<file path="src/rtl/sha256_pkg.sv">
// Shared SHA-256 front-end definitions: block geometry, pad byte, padder FSM states.
package sha256_pkg;

  localparam int unsigned BLOCK_W   = 512;
  localparam int unsigned LEN_W     = 64;
  localparam int unsigned MAX_BYTES = (BLOCK_W - LEN_W) / 8 - 1;
  // Byte lanes ahead of the length field: message, 0x80 marker and zero fill.
  localparam int unsigned MSG_LANES = (BLOCK_W - LEN_W) / 8;

  localparam logic [7:0] PAD_BYTE = 8'h80;

  typedef logic [BLOCK_W-1:0] sha_block_t;

  typedef enum logic [1:0] {
    ACCEPT = 2'd0,
    PAD    = 2'd1,
    HOLD   = 2'd2,
    ERR    = 2'd3
  } pad_state_t;

endpackage

</file>
<file path="src/rtl/sha256_block_padder_if.sv">
// Byte-in / block-out stream bundle for the SHA-256 padder.
// master = message source and hash core side, slave = padder side.
interface sha256_block_padder_if;
  import sha256_pkg::*;

  logic       in_valid;
  logic [7:0] in_data;
  logic       in_last;
  logic       in_ready;
  logic       blk_valid;
  logic       blk_ready;
  sha_block_t blk_data;
  logic       err;

  modport master (
    output in_valid, in_data, in_last, blk_ready,
    input  in_ready, blk_valid, blk_data, err
  );

  modport slave (
    input  in_valid, in_data, in_last, blk_ready,
    output in_ready, blk_valid, blk_data, err
  );

endinterface

</file>
<file path="src/rtl/sha256_block_padder.sv">
// Single-block SHA-256 padder: bytes in, FIPS 180-4 padded 512-bit block out.
// Optional SHA256_PAD_OVERFLOW_ERR_EN: overflow latches err instead of truncating.
module sha256_block_padder
  import sha256_pkg::*;
(
  input  logic                  clk,
  input  logic                  rst,
  sha256_block_padder_if.slave  bus
);

  pad_state_t state_q, state_d;
  logic [5:0] cnt_q;
  sha_block_t blk_q;
  logic       accept;
  logic       ovf;

  assign accept = bus.in_valid && bus.in_ready;
  assign ovf    = accept && !bus.in_last && (cnt_q == 6'(MAX_BYTES - 1));

  always_comb begin
    state_d = state_q;
    unique case (state_q)
      ACCEPT: begin
`ifdef SHA256_PAD_OVERFLOW_ERR_EN
        if (ovf)                          state_d = ERR;
        else if (accept && bus.in_last)   state_d = PAD;
`else
        if (accept && (bus.in_last || ovf)) state_d = PAD;
`endif
      end
      PAD:     state_d = HOLD;
      HOLD:    if (bus.blk_ready) state_d = ACCEPT;
      ERR:     state_d = ERR;
      default: state_d = ACCEPT;
    endcase
  end

  always_ff @(posedge clk or negedge rst) begin
    if (!rst) begin
      state_q <= ACCEPT;
      cnt_q   <= '0;
      blk_q   <= '0;
    end else begin
      state_q <= state_d;
      unique case (state_q)
        ACCEPT: begin
          if (accept) begin
            for (int unsigned i = 0; i < MAX_BYTES; i++) begin
              if (cnt_q == 6'(i)) blk_q[BLOCK_W-1-8*i -: 8] <= bus.in_data;
            end
            cnt_q <= cnt_q + 6'd1;
          end
        end
        PAD: begin
          // cnt_q is the message length n: marker at lane n, zeros above it.
          for (int unsigned i = 0; i < MSG_LANES; i++) begin
            if (cnt_q == 6'(i))     blk_q[BLOCK_W-1-8*i -: 8] <= PAD_BYTE;
            else if (6'(i) > cnt_q) blk_q[BLOCK_W-1-8*i -: 8] <= '0;
          end
          blk_q[LEN_W-1:0] <= LEN_W'({cnt_q, 3'b000});
        end
        HOLD: begin
          if (bus.blk_ready) begin
            cnt_q <= '0;
            blk_q <= '0;
          end
        end
        default: ;
      endcase
    end
  end

  assign bus.in_ready  = rst && (state_q == ACCEPT);
  assign bus.blk_valid = (state_q == HOLD);
  assign bus.blk_data  = blk_q;
`ifdef SHA256_PAD_OVERFLOW_ERR_EN
  assign bus.err = (state_q == ERR);
`else
  assign bus.err = 1'b0;
`endif

endmodule

</file>
<file path="src/flat_wrapper.sv">
// flat-port wrapper written by rule: the top's interface ports become plain ports
module sha256_block_padder_flat import sha256_pkg::*;
  (clk, rst, bus_in_valid, bus_in_data, bus_in_last, bus_blk_ready, bus_in_ready, bus_blk_valid, bus_blk_data, bus_err);
  sha256_block_padder_if bus_i ();
  input  logic clk;
  input  logic rst;
  input wire logic [$bits(bus_i.in_valid)-1:0] bus_in_valid;
  input wire logic [$bits(bus_i.in_data)-1:0] bus_in_data;
  input wire logic [$bits(bus_i.in_last)-1:0] bus_in_last;
  input wire logic [$bits(bus_i.blk_ready)-1:0] bus_blk_ready;
  output wire logic [$bits(bus_i.in_ready)-1:0] bus_in_ready;
  output wire logic [$bits(bus_i.blk_valid)-1:0] bus_blk_valid;
  output wire logic [$bits(bus_i.blk_data)-1:0] bus_blk_data;
  output wire logic [$bits(bus_i.err)-1:0] bus_err;
  assign bus_i.in_valid = bus_in_valid;
  assign bus_i.in_data = bus_in_data;
  assign bus_i.in_last = bus_in_last;
  assign bus_i.blk_ready = bus_blk_ready;
  assign bus_in_ready = bus_i.in_ready;
  assign bus_blk_valid = bus_i.blk_valid;
  assign bus_blk_data = bus_i.blk_data;
  assign bus_err = bus_i.err;
  sha256_block_padder u_core (.clk(clk), .rst(rst), .bus(bus_i));
endmodule
</file>
<file path="config.mk">
export PLATFORM = sky130hd
export DESIGN_NAME = sha256_block_padder_flat
export DESIGN_NICKNAME = d
export VERILOG_FILES = /design/src/rtl/sha256_pkg.sv /design/src/rtl/sha256_block_padder_if.sv /design/src/rtl/sha256_block_padder.sv /design/src/flat_wrapper.sv
export SDC_FILE = /design/constraint.sdc
export NUM_CORES = 1
export LEC_CHECK = 0
export ABC_AREA = 1
export CELL_PAD_IN_SITES_DETAIL_PLACEMENT = 1
export CELL_PAD_IN_SITES_GLOBAL_PLACEMENT = 2
export CORE_UTILIZATION = 31
export DETAILED_ROUTE_END_ITERATION = 10
export PLACE_DENSITY = 0.91
export SYNTH_ARGS = -nofsm -noshare
export SYNTH_HDL_FRONTEND = slang
export SYNTH_SLANG_ARGS = --single-unit
export TNS_END_PERCENT = 30
</file>
<file path="constraint.sdc">
create_clock -name clk -period 3.4 [get_ports clk]
set_clock_uncertainty 0.2 [all_clocks]
set_input_delay 0.68 -clock clk [delete_from_list [all_inputs] [get_ports clk]]
set_output_delay 0.68 -clock clk [all_outputs]
set_load 0.02 [all_outputs]
</file>
==> results of run 1 <==
==> sequential cells by signal, indices dropped and copies added (netlist names) <==
name and flops:
u_core.cnt_q 6, u_core.state_q 2, u_core.bus.blk_data 447
==> through the flow <==
stage / hold WS, ns / cell area, um2 / cells
2_1_floorplan: 0.184 / 19700 / 2280
3_3_place_gp: 0.258 / 24600 / 3444
3_5_place_dp: 0.262 / 24600 / 3444
4_1_cts: 0.0152 / 26300 / 3534
5_1_grt: 0.0513 / 26300 / 3534
6_report: 0.0373 / 26300 / 3535
==> metal layers <==
metal / up-vias / routed length, um
li1: 7927 / -
met1: 8865 / 33700
met2: 590 / 37300
met3: 148 / 5690
met4: 4 / 2770
met5: - / 27
==> cells by family after synthesis <==
logic type / synth area share [%]
AO/OA/AOI/OAI: 7.68
flip-flops: 58.6
adder cells (fa/ha/maj): 0.580
AND/OR/NAND/NOR: 26.5
other: 0.0193
buffers and inverters: 6.61
==> final cells by class <==
cell class | count | area, um2 | share of cell area [%]
Sequential cell | 455 | 11400 | 43.3
Multi-Input combinational cell | 1600 | 6990 | 26.6
Timing Repair Buffer | 507 | 5040 | 19.2
Clock buffer | 73 | 1490 | 5.66
Tap cell | 837 | 1050 | 3.98
Clock inverter | 17 | 171 | 0.652
Inverter | 45 | 169 | 0.642
Antenna cell | 1 | 2.50 | 0.00952
==> synthesized netlist by cell type <==
cell	number	area share [%]
a21oi_1	4	0.10
a31oi_1	13	0.42
buf_1	1	0.019
buf_2	32	0.82
buf_4	96	3.7
buf_6	5	0.29
clkbuf_1	46	0.89
clkinv_1	2	0.039
conb_1	1	0.019
dfrtp_1	455	59
ha_1	9	0.58
inv_1	37	0.72
inv_2	6	0.12
nand2_1	875	17
nand2_2	36	1.2
nand3_1	270	7.0
nand3_2	2	0.10
nand3b_1	1	0.039
nand4_1	2	0.064
nor2_1	39	0.75
nor2_2	8	0.26
nor2_4	2	0.12
nor2_8	1	0.10
o211ai_1	1	0.039
o21ai_0	234	6.0
o21ai_1	28	0.72
o21ai_2	2	0.090
o21bai_1	1	0.039
o31ai_1	6	0.23
==> final timing paths <==
check | start | endpoint | slack, ns | cells after the start
hold reg to reg | u_core.bus.blk_data[202] | u_core.bus.blk_data[202] | 0.27 | 2
hold / removal | rst | u_core.bus.blk_data[343] | 0.04 | 2
min in group clk | u_core.bus.blk_data[202] | u_core.bus.blk_data[202] | 0.27 | 2
max in group asynchronous | rst | u_core.bus.blk_data[102] | 1.46 | 3
setup reg to reg | u_core.cnt_q[5] | u_core.bus.blk_data[186] | 0.24 | 8
setup / recovery | u_core.state_q[0] | bus_blk_valid | 0.20 | 3
==> worst max-delay path, delay by kind of cell, from the launching register on <==
kind | cells | cell delay, ns
adder cells (fa/ha/maj) | 1 | 0.47
flip-flops | 1 | 0.41
buffers and inverters | 2 | 0.85
==> power by group through the flow <==
stage	clock network [W]	logic, W	registers, W
3_3_place_gp	0	0.0171	0.00903
4_1_cts	0.00563	0.0177	0.00904
3_5_place_dp	0	0.0176	0.00908
5_1_grt	0.00580	0.0191	0.00926
6_report	0.00549	0.0176	0.00905
2_1_floorplan	0	0.00745	0.0110
==> results.yml, run 1 <==
run_status:
  outcome: "finished, final reports clean"
power_and_ir_drop:
  p_total_w: 0.0321
  clockPowerShare_pct: 17.1
  power.leakage_nw: 12.6
  power.combinational.fraction_pct: 54.7
  power.share.sequential_pct: 28.2
  vdd.ir_drop.worst_uv: 463
  design_internal_power_w: 0.0165
  p_sw_w: 0.0156
  p_sw_share_pct: 48.7
  power-per-cell-area_mw_per_mm2: 1220
placement:
  globalplace.congestion: 0.946
  number_of_buffers_inserted_by_port_buffering: 461
  post-place-ws_ns: 0.351
  hpwlAfterDp_um: 56500
flow_run:
  timing.max_cap.violations: 0
yosys:
  yosys_warnings: 0
  netlist_area_mm2: 0.0194
  avgSynthCellArea_um2: 8.77
  synth-seq-cells: 455
  syn-instance-count: 2215
  yosysUniqueCellTypes: 29
  synth_seq_area_share_pct: 58.6
sta:
  timing_max_transition_violations_final: 0
  finalHoldViolCount: 0
  grt_setup_unrepaired: "false"
  worstMarginPinSlew_ns: 0.858
  tns_ns: 0
  timing.final.setup_violations: 0
  timing.final.crit_share_pct: 94.2
  layout_setup_ws_ns: 0.198
  fin_crit_ns: 3.20
  timing.max_slew.rel_slack_pct: 42.8
  fmax_mhz: 312
critical_path:
  crit_type: "reg2out"
  end_kind: "output port"
  critical_path.cell_chain: "inv_1 > ha_1 > clkdlybuf4s50_1"
  critical_path.startpoint_type: "flop"
  critPathMaxStageDelay_ns: 0.74
  path_max_fanout: 10
  cpMaxStageDelayCell: "clkdlybuf4s50_1"
  timing.critical_path.arrival_ns: 2.32
  crit_required_ns: 2.52
clocking:
  cts_setup_buffers: 0
  cts_buffers: 50
  ctsLongestPathBuffers: 3
  ctsResizeCount: 1
  tritoncts: "built"
  clock_sink_count: 455
  ctsHtreeMaxLevel: 2
  clock-root-buffer: "clkbuf_16"
  postCtsHoldBufs: 0
  clock_slew_at_reported_path_ffs_ns: 0.06
  clk-insertion-delay-late_ns: 0.59
routing:
  drt_drc_violations_left: 0
  detail_route.vias_per_cell: 4.96
  drt_first_iter_violations: 1141
  dr_total_vias: 17500
  avgRoutedWirePerCell_um: 22.5
  wirelength_um: 79500
  route.antenna.remaining_nets: 0
  drtPass1Iterations: 5
floorplanning:
  design.core.area_mm2: 0.0618
  top_level_ports: 528
  die-area_mm2: 0.0636
  die_y_um: 252
  floorplan.initialDensity_pct: 31.4
  die_width_um: 252
  floorplan.rows: 91
final_layout:
  fin_nets: 2681
  fraction_of_layout_instances_using_a_drive_strength_above_1_pct: 6.93
  most-common-layout-cells: "875 x nand2_1, 460 x clkdlybuf4s50_1, 455 x dfrtp_1, 270 x nand3_1, 234 x o21ai_0"
  final.fill_count: 7169
  most_common_cell_after_layout_fill_and_taps_aside: "nand2_1"
  layout.core_utilization_pct: 42.5
  layout-area-overhead-vs-synth_pct: 35.4
global_routing:
  grt_use_met3_pct: 6.19
  gr-usage-met1_pct: 32.6
  globalRouteMet2Util_pct: 40.0
  antenna_found_initial: 2
  largest_net_degree_at_the_start_of_global_routing: 135
  globalRoute.totalOverflow: 0
  first_global_vias: 18400
  gr-usage-all-layers_pct: 24.9
  global_route_wire_length_before_repair_um: 120000
  grt_busiest_layer: "met2"
hold_path:
  min-delay-path-class: "in2async"
(Power assumes the default switching activity.)
==> run 2: changes to the inputs <==
--- a/config.mk
+++ b/config.mk
@@ -10,6 +10,7 @@
 export CELL_PAD_IN_SITES_GLOBAL_PLACEMENT = 2
 export CORE_UTILIZATION = 31
 export DETAILED_ROUTE_END_ITERATION = 10
+export GPL_TIMING_DRIVEN = 0
 export PLACE_DENSITY = 0.91
 export SYNTH_ARGS = -nofsm -noshare
 export SYNTH_HDL_FRONTEND = slang
==> results.yml, run 2 (synthesized netlist as in run 1, its figures left out) <==
run_status:
  outcome: "finished, final reports clean"
critical_path:
  crit_type: "reg2reg"
  path_max_fanout: 10
  end_kind: "flop"
  crit_required_ns: 3.74
  critical_path.startpoint_type: "flop"
  timing.critical_path.arrival_ns: 3.68
clocking:
  cts_buffers: 51
  clock_slew_at_reported_path_ffs_ns: 0.06
  ctsLongestPathBuffers: 3
  cts_setup_buffers: 0
  ctsHtreeMaxLevel: 2
  clock-root-buffer: "clkbuf_16"
  tritoncts: "built"
  clock_sink_count: 455
  clk-insertion-delay-late_ns: 0.60
sta:
  grt_setup_unrepaired: "false"
  timing.final.setup_violations: 0
  fin_crit_ns: 3.34
  timing.final.crit_share_pct: 98.4
  fmax_mhz: 299
  timing.max_slew.rel_slack_pct: 39.3
  timing_max_transition_violations_final: 0
  tns_ns: 0
  finalHoldViolCount: 0
  worstMarginPinSlew_ns: 0.904
floorplanning:
  floorplan.rows: 91
  die-area_mm2: 0.0636
  design.core.area_mm2: 0.0618
  die_width_um: 252
  die_y_um: 252
  floorplan.initialDensity_pct: 31.4
  top_level_ports: 528
final_layout:
  largest_register_ff_count: 447
  most_common_cell_after_layout_fill_and_taps_aside: "nand2_1"
  layout-area-overhead-vs-synth_pct: 40.0
  fin_area_mm2: 0.0272
  most-common-layout-cells: "875 x nand2_1, 460 x clkdlybuf4s50_1, 455 x dfrtp_1, 270 x nand3_1, 234 x o21ai_0"
  final_cell_count_no_fill: 3676
  layout.core_utilization_pct: 44.0
  fraction_of_layout_instances_using_a_drive_strength_above_1_pct: 9.97
  fin_nets: 2821
placement:
  place_area_mm2: 0.0254
  hpwlAfterDp_um: 64700
  post-place-cells: 3582
  number_of_buffers_inserted_by_port_buffering: 461
  globalplace.congestion: 0.923
power_and_ir_drop:
  power.share.sequential_pct: 26.8
  p_sw_share_pct: 49.8
  vdd.ir_drop.worst_uv: 470
  p_total_w: 0.0333
  p_sw_w: 0.0166
  power.leakage_nw: 13.2
  clockPowerShare_pct: 16.6
  design_internal_power_w: 0.0167
  power-per-cell-area_mw_per_mm2: 1230
  power.combinational.fraction_pct: 56.6
global_routing:
  global_route_wire_length_before_repair_um: 129000
  antenna_found_initial: 5
  largest_net_degree_at_the_start_of_global_routing: 119
  gr-usage-all-layers_pct: 27.3
  first_global_vias: 19200
  globalRoute.totalOverflow: 0
routing:
  detail_route.vias_per_cell: 5.00
  dr_total_vias: 18400
  drtPass1Iterations: 5
  drt_first_iter_violations: 1375
  wirelength_um: 87200
  drt_drc_violations_left: 0
  route.antenna.remaining_nets: 0
  avgRoutedWirePerCell_um: 23.7
hold_path:
  min-delay-path-class: "reg2reg"
flow_run:
  timing.max_cap.violations: 0
[run 2: metal layers]
metal / vias to the layer above / GRT usage (%) / part of all wire [%]
li1: 8224 / - / -
met1: 9320 / 34.8 / 41
met2: 688 / 46.1 / 49
met3: 154 / 6.26 / 7.2
met4: 4 / 7.72 / 2.7
met5: - / 0 / 0.036
[run 2: power groups by stage]
stage                     combinational, W  sequential (W)  clock (W)
final                               0.0189         0.00894    0.00553
after global routing                0.0202         0.00913    0.00583
after floorplan                    0.00745          0.0110          0
after detailed placement            0.0188         0.00897          0
after CTS                           0.0189         0.00892    0.00561
after global placement              0.0183         0.00892          0
[run 2: worst paths after layout]
kind	start	endpoint	slack (ns)	depth (start not counted)
hold reg to reg	u_core.bus.blk_data[447]	u_core.bus.blk_data[447]	0.27	2
setup reg to reg	u_core.state_q[1]	u_core.bus.blk_data[393]	0.06	9
min in group asynchronous	rst	u_core.bus.blk_data[338]	0.54	3
hold / removal	u_core.bus.blk_data[447]	u_core.bus.blk_data[447]	0.27	2
setup / recovery	u_core.state_q[1]	u_core.bus.blk_data[393]	0.06	9
max in group asynchronous	rst	u_core.bus.blk_data[178]	1.45	4
[run 2: repair_timing]
action | CTS | global route
hold endpoints to repair | 89 | 0
endpoints found under the setup margin | 52 | 27
resized for setup | 4 | 4
cloned | 0 | 0
hold buffers | 4 | 0
[run 2: final cells by class]
cell class / count / area (um2)
fill: 7228 / 34700
sequential: 455 / 11400
multi-input combinational: 1600 / 6990
timing repair buffer: 469 / 4830
clock buffer: 74 / 1470
buffer: 177 / 1110
tap: 837 / 1050
clock inverter: 18 / 170
inverter: 45 / 169
antenna: 1 / 2.50
[run 2: stage by stage]
| stage | hold slack, ns | setup WS (ns) |
|---|---|---|
| final | 0.275 | 0.0553 |
| after detailed placement | 0.261 | -0.465 |
| after CTS | 0.276 | 0.0194 |
| after global routing | 0.296 | 0.0267 |
| after global placement | 0.259 | -18.60 |
| after floorplan | 0.184 | 1.19 |
[run 2: critical path: stages, from the launching register on]
cell	delay (ns)
dfrtp_1	0.41
inv_1	0.10
ha_2	0.34
inv_2	0.14
buf_2	0.33
nand2_1	0.53
inv_1	0.22
clkbuf_1	0.70
nand3_1	0.18
nand2_1	0.11
